### src/rtl/seq_adder.sv
// Multi-cycle adder/subtractor: CHUNK bits per clock, LSB chunk first, ripple carry between chunks.
// Define ADDER_FLAGS_EN to add registered zero and signed-overflow flags.
module seq_adder #(
  parameter int unsigned WIDTH = 16,
  parameter int unsigned CHUNK = 4
) (
  input  logic             clk,
  input  logic             rst,
  input  logic             start,
  input  logic             sub,
  input  logic [WIDTH-1:0] A,
  input  logic [WIDTH-1:0] B,
  input  logic             Cin,
  output logic             busy,
  output logic             done,
  output logic [WIDTH-1:0] Sum,
  output logic             Cout
`ifdef ADDER_FLAGS_EN
  ,
  output logic             zero,
  output logic             ovf
`endif
);

  localparam int unsigned N     = WIDTH / CHUNK;
  localparam int unsigned IDX_W = (N > 1) ? $clog2(N) : 1;

  typedef enum logic [1:0] {
    IDLE,
    RUN,
    DONE
  } state_t;

  state_t state, state_next;

  logic [WIDTH-1:0] a_op;
  logic [WIDTH-1:0] b_op;
  logic [WIDTH-1:0] partial;
  logic [WIDTH-1:0] result_c;
  logic             carry;
  logic [IDX_W-1:0] idx;
  logic [CHUNK:0]   chunk_c;
  logic             load;
  logic             step;
  logic             last;
  int unsigned      lo;

  // One chunk of the ripple: current slice of both operands plus the running carry.
  always_comb begin
    lo       = 32'(idx) * CHUNK;
    chunk_c  = {1'b0, a_op[lo +: CHUNK]} + {1'b0, b_op[lo +: CHUNK]} + {{CHUNK{1'b0}}, carry};
    result_c = partial;
    result_c[lo +: CHUNK] = chunk_c[CHUNK-1:0];
    last     = (idx == IDX_W'(N - 1));
  end

  always_ff @(posedge clk or posedge rst) begin
    if (rst) state <= IDLE;
    else     state <= state_next;
  end

  // DONE accepts a new start just like IDLE, so operations can run back-to-back.
  always_comb begin
    state_next = state;
    load       = 1'b0;
    step       = 1'b0;
    case (state)
      IDLE: begin
        if (start) begin
          load       = 1'b1;
          state_next = RUN;
        end
      end
      RUN: begin
        step = 1'b1;
        if (last) state_next = DONE;
      end
      DONE: begin
        if (start) begin
          load       = 1'b1;
          state_next = RUN;
        end else begin
          state_next = IDLE;
        end
      end
      default: state_next = IDLE;
    endcase
  end

  // Subtraction is folded into the load: A - B - Cin == A + ~B + ~Cin.
  always_ff @(posedge clk or posedge rst) begin
    if (rst) begin
      a_op    <= '0;
      b_op    <= '0;
      partial <= '0;
      carry   <= 1'b0;
      idx     <= '0;
      busy    <= 1'b0;
      done    <= 1'b0;
      Sum     <= '0;
      Cout    <= 1'b0;
`ifdef ADDER_FLAGS_EN
      zero    <= 1'b0;
      ovf     <= 1'b0;
`endif
    end else begin
      busy <= (state_next == RUN);
      done <= (state_next == DONE);
      if (load) begin
        a_op    <= A;
        b_op    <= sub ? ~B : B;
        carry   <= sub ? ~Cin : Cin;
        idx     <= '0;
        partial <= '0;
      end else if (step) begin
        partial <= result_c;
        carry   <= chunk_c[CHUNK];
        idx     <= idx + 1'b1;
        if (last) begin
          Sum  <= result_c;
          Cout <= chunk_c[CHUNK];
`ifdef ADDER_FLAGS_EN
          zero <= (result_c == '0);
          ovf  <= (a_op[WIDTH-1] == b_op[WIDTH-1]) && (result_c[WIDTH-1] != a_op[WIDTH-1]);
`endif
        end
      end
    end
  end

endmodule

### config.mk
export PLATFORM = sky130hd
export DESIGN_NAME = seq_adder
export DESIGN_NICKNAME = d
export VERILOG_FILES = /design/src/rtl/seq_adder.sv
export SDC_FILE = /design/constraint.sdc
export NUM_CORES = 1
export LEC_CHECK = 0
export BUFFER_PORTS_ARGS = -buffer_cell sky130_fd_sc_hd__buf_2
export CORE_MARGIN = 2
export CORE_UTILIZATION = 56
export DETAILED_ROUTE_END_ITERATION = 6
export PLACE_DENSITY_LB_ADDON = 0.3
export SLEW_MARGIN = 15
export SYNTH_ARGS = -nofsm -noshare
export SYNTH_HDL_FRONTEND = slang
export SYNTH_SLANG_ARGS = --single-unit
### constraint.sdc
create_clock -name clk -period 3.59 [get_ports clk]
set_input_delay 0.5385 -clock clk [delete_from_list [all_inputs] [get_ports clk]]
set_output_delay 0.5385 -clock clk [all_outputs]
set_load 0.02 [all_outputs]
## Word-level counts from Yosys, hierarchy flattened

Index checks and enable logic that the tools add are counted.

| cells by class | value |
|---|---|
| add/subtract/negate cells | 4 |
| eq/ne operators | 5 |
| shifts and indexed selects | 4 |
| mux-type cells | 16 |
| bitwise gates (word level) | 3 |
| reduce and logical (&&, ||, !) cells | 4 |

Operator list:

| cell | number |
|---|---|
| 16-bit 2-to-1 mux | 3 |
| 4-bit negation with 34-bit output | 1 |
| 4-bit by 34-bit variable shift with 16-bit output (first input constant) | 1 |
| 4-bit by 34-bit indexed part select with 16-bit output | 1 |
| 16-bit by 5-bit indexed part select with 4-bit output | 2 |
| 16-bit bitwise mux | 1 |
| 16-bit inverter | 1 |
| 2-bit 2-to-1 mux | 4 |
| 1-bit 2-to-1 mux | 7 |
| 2-bit equality test (second input constant) | 3 |
| 2-bit case mux with 3 select lines | 1 |
| 4-bit by 4-bit adder with 5-bit output | 1 |
| 5-bit by 1-bit adder with 5-bit output | 1 |
| 2-bit by 1-bit equality test with 1-bit output (second input constant) | 2 |
| 3-bit AND reduction | 1 |
| 2-bit by 1-bit adder with 2-bit output (second input constant) | 1 |
| 2-bit logical NOT | 1 |
| 1-bit inverter | 2 |
| 2-bit nonzero test | 1 |
| 2-bit OR reduction | 1 |

| storage, ports and cells | value |
|---|---|
| bits in registers | 72 |
| input bits | 37 |
| output and inout port bits | 19 |
| word-level logic and storage cells | 46 |

## Depth between registers and ports, before layout

Gate-level depths: netlist (run 1).

| logic depth | value |
|---|---|
| depth after elaboration | 7 |
| mapped depth | 7 |
| depth with buffers taken out | 6 |

## Least setup slack after synthesis (run 1)

Ideal clock, no wire load.

| path | value |
|---|---|
| path kind | register to register |
| from | reg idx[0] |
| to | reg partial[3] |
| setup time | 0.122 ns |
| arrival time | 2.792 ns |
| required time | 3.468 ns |
| slack | 0.677 ns |
| cell stages (with the launch flop) | 8 |
| path buffers | 1 |
| clock period less this slack | 2.913 ns |
| cells stage by stage | dfrtp_1 > buf_2 > mux4_2 > fa_1 > and3_1 > or3_1 > and2_1 > a32o_1 |

| between the ends | value |
|---|---|
| longest elaborated chain between the ends | 7 |
| elaborated cells on any way between the ends | 10 |
| those cells by class | add/sub: 3; shift: 4; mux: 3 |

RTL lines:

| what | line | text |
|---|---|---|
| start, declared | 41 | `logic [IDX_W-1:0] idx;` |
| start signal, assigned | 118 | `idx <= idx + 1'b1;` |
| 16-bit by 5-bit indexed part select with 4-bit output | 51 | `chunk_c = {1'b0, a_op[lo +: CHUNK]} + {1'b0, b_op[lo +: CHUNK]} + {{CHUNK{1'b0}}, carry};` |
| 4-bit by 4-bit adder with 5-bit output | 51 |  |
| 5-bit by 1-bit adder with 5-bit output | 51 |  |
| 4-bit by 34-bit indexed part select with 16-bit output | 53 | `result_c[lo +: CHUNK] = chunk_c[CHUNK-1:0];` |
| 16-bit bitwise mux (*) | 53 |  |
| 16-bit 2-to-1 mux (*) | 115 | `end else if (step) begin` |
| 16-bit 2-to-1 mux (*) | 109 | `if (load) begin` |
| end signal, assigned | 116 | `partial <= result_c;` |
| end, declared | 38 | `logic [WIDTH-1:0] partial;` |

Every way passes the cells marked *; elsewhere a longest branch is shown, timed or not. The select of a mux whose other input is x is not followed.
A chain may end at the register's enable or synchronous reset.

## Final worst setup path (run 1)

| path | value |
|---|---|
| from | reg idx[0] |
| to | reg partial[14] |

The elaborated chain is that of the path after synthesis.

==> out/metrics.cfg, run 1 <==
[grt]
grt_pass1_wl_mm=11.1
grt_overflow=0
antenna_found_initial=0
grt_pass1_vias=2296
grt_use_total_pct=22.9
grt_max_degree=53

[power_and_ir_drop]
p_leak_uw=0.00188
power_density_nw_per_um2=1030
peakVddDrop_uv=611

[worst_setup_path]
arrival_ns=3.30
critical_path_class=flip-flop to flip-flop
required_ns=3.88
r2r-start=idx[0]
r2r_setup_slack_ns=0.58
cp-end-kind=flip-flop
worst_setup_path_start_kind=flip-flop
r2r-end=partial[14]
worstPathMaxFanout=11
ff2ff_path_depth=6

[clock_tree]
cts_buffer_depth=2
cts_resized=0
cts_tree=built
clkLatencyLatePin_ns=0.36
cts_made_buffers=9
h-tree-depth=3
cts.sinks=72
hold_buffers=0
cts_root_buffer=clkbuf_8
clk_pin_slew_worst_paths_ns=0.07
postCtsSetupBuffers=0

[synthesis]
synth_nets=361
yosysWarnings=0
yosysUniqueCellTypes=30
ys_seq_elements=72
ys_top_cells_by_area=dfrtp_1 (54%), nand2_1 (7.7%), mux4_2 (5.4%)
synthCells=313
synth_area_um2=3360
synth.top_cell.area_share_pct=53.6
ys_seq_area_share_pct=53.6
yosysTopAreaCell=dfrtp_1
syn_area_per_cell_um2=10.7

[floorplanning]
dieArea_um2=6640
rows=28
start_util_pct=57.5
die_w_um=81.5
boundaryPins=56
core-area_um2=5850
die_height_um=81.5

[layout]
diodes=0
design_area_um2=3900
num-fill-cells=467
fin_nets=415
drive_gt1_share_pct=24.7
area_delta_synth_final_pct=16.0
stdcell_count=447

[place]
placed_cell_area_um2=3700
placed_cells=431
gp_congestion=0.768
dp_slack_ns=0.581
numPortBuffers=55
dpl.hpwl_mm=4.66

[status]
run_status=completed

[sta]
finalCritPeriodShare_pct=83.8
hold_viol=0
fin_tns_setup_ns=0
slew_viol_final=0
setup_violations=0
period_needed_ns=3.01
tightest_slew_ns=0.879
fin_ws_ns=0.583
max_clock_freq_ghz=0.333
rsz0062_at_grt=false
slew_headroom_pct=41.3
finalClockSkew_ns=0.00831

[run]
drv_cap=0

[drt]
drt_pre_antenna_iters=5
drc=0
wire_per_inst_um=14.8
drtIter0Drc=170
drt.antenna.violating_nets=0
wl_mm=6.62
dr_total_vias=2460
viasPerCell=5.50

[min_path]
hold_path.class=primary input to async pin

[critical path, cell delays in order, from the launching register on]
cell and delay, ns:
dfrtp_1 0.68, mux4_2 0.59, fa_1 0.44, fa_1 0.42
xor2_1 0.38, and2_1 0.27, a22o_1 0.16
[final cells by class]
cell class / instances / area [um^2] / share of cell area [%]
Clock inverter: 5 / 56.3 / 1.44
Multi-Input combinational cell: 214 / 1460 / 37.3
Sequential cell: 72 / 1800 / 46.2
Tap cell: 75 / 93.8 / 2.40
Timing Repair Buffer: 61 / 320 / 8.21
Clock buffer: 11 / 141 / 3.62
Inverter: 9 / 35.0 / 0.897
[state kept, by name (all words and copies together), names as in the netlist]
signal and flops:
Sum 16, a_op 16, Cout 1, busy 1, b_op 16, carry 1
idx 2, state 2, partial 16, done 1
[layer usage]
layer	share of wire [%]	vias up	GRT usage, %
li1	-	1194	-
met1	43	1195	29.4
met2	50	62	37.1
met3	5.2	9	7.91
met4	1.1	0	6.10
met5	0	-	0
[per-stage QoR]
stage | utilization (%) | total power (uW) | hold slack, ns
floorplan | - | 2850 | 0.440
global placement | 63.3 | 3330 | 0.455
detailed placement | 63.3 | 3400 | 0.467
CTS | 66.7 | 4040 | 0.361
global route | 66.7 | 4370 | 0.367
finish | 66.7 | 4030 | 0.337
[synth_stat cells]
cell / number
nand2b_1: 2
xnor2_1: 16
dfrtp_1: 72
buf_2: 5
nor2_1: 29
nand2_1: 69
nor3_2: 2
o21ai_0: 1
xor2_1: 2
a32o_1: 12
inv_1: 6
inv_2: 3
buf_1: 4
a22oi_1: 1
and3_1: 1
a221oi_1: 12
a21o_1: 2
a21oi_1: 9
a22o_1: 5
nor4b_4: 1
mux4_2: 8
fa_1: 2
or3_1: 1
clkbuf_1: 9
and2_1: 2
nor2b_1: 2
ha_1: 9
a32oi_1: 4
nor4_4: 1
o21ai_1: 21
[power by group]
group / switching (uW) / total, uW / internal (uW)
Combinational: 1210 / 1970 / 760
Clock: 299 / 638 / 338
Sequential: 240 / 1420 / 1180
Total: 1750 / 4030 / 2280
[cell families after synthesis]
| group | synth area share (%) |
|---|---|
| simple gates | 14.4 |
| flops | 53.6 |
| compound gates | 14.3 |
| buf+inv | 3.20 |
| xor+xnor | 4.69 |
| fa+ha+maj | 4.54 |
| mux | 5.36 |
[layout by cell type, fill, tap and decap left out]
| cell type | count |
|---|---|
| inv_2 | 3 |
| and3_1 | 1 |
| a21o_1 | 2 |
| dfrtp_1 | 72 |
| mux4_2 | 8 |
| a22o_1 | 5 |
| a21oi_1 | 9 |
| buf_4 | 6 |
| nand2_1 | 69 |
| or3_1 | 1 |
| nor4b_4 | 1 |
| nor3_2 | 2 |
| clkbuf_8 | 10 |
| fa_1 | 2 |
| a32oi_1 | 4 |
| o21ai_1 | 21 |
| nor4_4 | 1 |
| clkinv_2 | 3 |
| xor2_1 | 2 |
| nor2b_1 | 2 |
| xnor2_1 | 16 |
| a22oi_1 | 1 |
| bufinv_16 | 1 |
| clkinv_4 | 1 |
| a221oi_1 | 12 |
| inv_1 | 5 |
| a32o_1 | 12 |
| nor2_1 | 29 |
| buf_2 | 55 |
| clkinvlp_4 | 1 |
| and2_1 | 2 |
| ha_1 | 9 |
| clkbuf_1 | 1 |
| o21ai_0 | 1 |
| nand2b_1 | 2 |
[worst max-delay path by stage]
stage / startpoint / endpoint / depth (start not counted)
2_1_floorplan: idx[0] / partial[3] / 7
3_3_place_gp: idx[0] / partial[6] / 6
3_5_place_dp: idx[0] / partial[6] / 6
4_1_cts: idx[0] / partial[14] / 6
5_1_grt: idx[0] / partial[14] / 6
6_report: idx[0] / partial[14] / 6
No activity file was read; power rests on OpenSTA's default activity.
==> run 2, diff against run 1 <==
CORE_UTILIZATION = 50   (was 56)
clock period = 2.7 ns   (was 3.59 ns; I/O delays follow)
==> out/metrics.cfg, run 2 (same netlist as run 1, synthesis figures left out) <==
[drt]
viasPerCell=5.47
drt_pre_antenna_iters=4
drc=0
met3_length_um=324
drtIter0Drc=94
wl_met2_mm=3.39
drt.antenna.violating_nets=0
wire_per_inst_um=15.1
routed.top_layer=met4
wl_mm=6.86
wl_met1_mm=3.01
dr_total_vias=2477

[floorplanning]
core-area_um2=6420
start_util_pct=52.4
die_w_um=86.0
die_height_um=86.0
dieArea_um2=7400
boundaryPins=56
rows=29

[layout]
drive_gt1_share_pct=26.3
layout_common_cells=dfrtp_1 (71), nand2_1 (69), buf_2 (55)
diodes=0
design_area_um2=3950
final_common_cell=dfrtp_1
area_delta_synth_final_pct=17.3
fin_nets=421

[sta]
max_clock_freq_ghz=0.383
fin_ws_ns=0.0924
setup_violations=0
period_needed_ns=2.61
slew_headroom_pct=60.2
hold_viol=0
finalClockSkew_ns=0.00797
tightest_slew_ns=0.595
slew_viol_final=0
finalCritPeriodShare_pct=96.6

[worst_setup_path]
crit_family=simple AND/OR/NAND/NOR gates
critical_path_class=flip-flop to flip-flop
cp_cell_sequence=buf_4 > mux4_2 > ha_1 > and3_1 > or3_4 > and2_1 > a32o_1
worstPathMaxFanout=7
crit_path_max_incr_delay_ns=0.55
worst_setup_path_start_kind=flip-flop
required_ns=2.94
slowest_stage=mux4_2
arrival_ns=2.85
crit_buf_inv=1
cp-end-kind=flip-flop

[clock_tree]
clkLatencyLatePin_ns=0.35
cts_tree=built
hold_buffers=0
clk_pin_slew_worst_paths_ns=0.07
cts_made_buffers=9
cts.sinks=72
cts_buffer_depth=2
h-tree-depth=3
cts_root_buffer=clkbuf_8

[grt]
grt_overflow=0
grt_pass1_wl_mm=11.4
grt_max_degree=73
grt_use_total_pct=20.4
grt_pass1_vias=2379
antenna_found_initial=0

[power_and_ir_drop]
power_density_nw_per_um2=1380
peakVddDrop_uv=639
p_leak_uw=0.00190

[min_path]
hold_path.class=primary input to async pin

[place]
placed_cell_area_um2=3740
gp_congestion=0.895
dp_slack_ns=-0.0452
dpl.hpwl_mm=4.69
numPortBuffers=55

[run]
drv_cap=0

[status]
run_status=completed

-- run 2: cell types whose count changed in the layout (fill, tap and decap cells not counted), sizes merged --
| cell | before | now |
|---|---|---|
| buf | 61 | 67 |
| clkinv | 4 | 1 |
| clkbuf | 11 | 13 |
| bufinv | 1 | 0 |
| clkinvlp | 1 | 0 |
| inv | 8 | 9 |
-- run 2: cell type report --
cell class	instances	area, um^2
Fill cell	567	2470
Sequential cell	72	1800
Multi-Input combinational cell	214	1480
Timing Repair Buffer	67	378
Clock buffer	13	149
Tap cell	77	96.3
Inverter	9	33.8
Clock inverter	1	5.00
-- run 2: final timing paths --
check / startpoint / endpoint / slack [ns] / cells past startpoint
max in group asynchronous: rst / b_op[12] / 2.27 / 3
min: rst / Sum[13] / 0.13 / 3
min in group clk: A[4] / a_op[4] / 0.24 / 3
min reg2reg: a_op[11] / a_op[11] / 0.48 / 2
max: idx[0] / partial[3] / 0.09 / 7
max reg2reg: idx[0] / partial[3] / 0.09 / 7
-- run 2: worst register-to-register path: stages, from the launching register on --
cell     delay, ns
dfrtp_2       0.45
buf_4         0.14
mux4_2        0.55
ha_1          0.31
and3_1        0.19
or3_4         0.40
and2_1        0.21
a32o_1        0.26
-- run 2: repair_timing --
action	in CTS	in global routing
resized for setup	1	2
buffers inserted	0	4
setup endpoints to repair	4	16
-- run 2: per-stage QoR --
step	hold slack [ns]	TNS (ns)	total power (uW)	cells	utilization [%]
finish	0.125	0	5470	453	61.5
global route	0.167	-0.0166	5890	453	61.5
CTS	0.129	0	5370	449	60.8
detailed placement	0.462	-0.140	4590	435	58.3
global placement	0.456	0	4520	435	58.3
floorplan	0.440	0	3850	313	-
-- run 2: routing by layer --
| metal | vias to the layer above | global-route usage, % |
|---|---|---|
| met5 | - | 0 |
| met1 | 1185 | 25.7 |
| li1 | 1209 | - |
| met3 | 10 | 4.04 |
| met2 | 73 | 33.2 |
| met4 | 0 | 10.7 |
-- run 2: power by group --
group,leakage [uW],switching (uW),internal (uW)
clock,0.0000794,377,348
combinational,0.000911,1690,1180
sequential,0.000906,292,1580
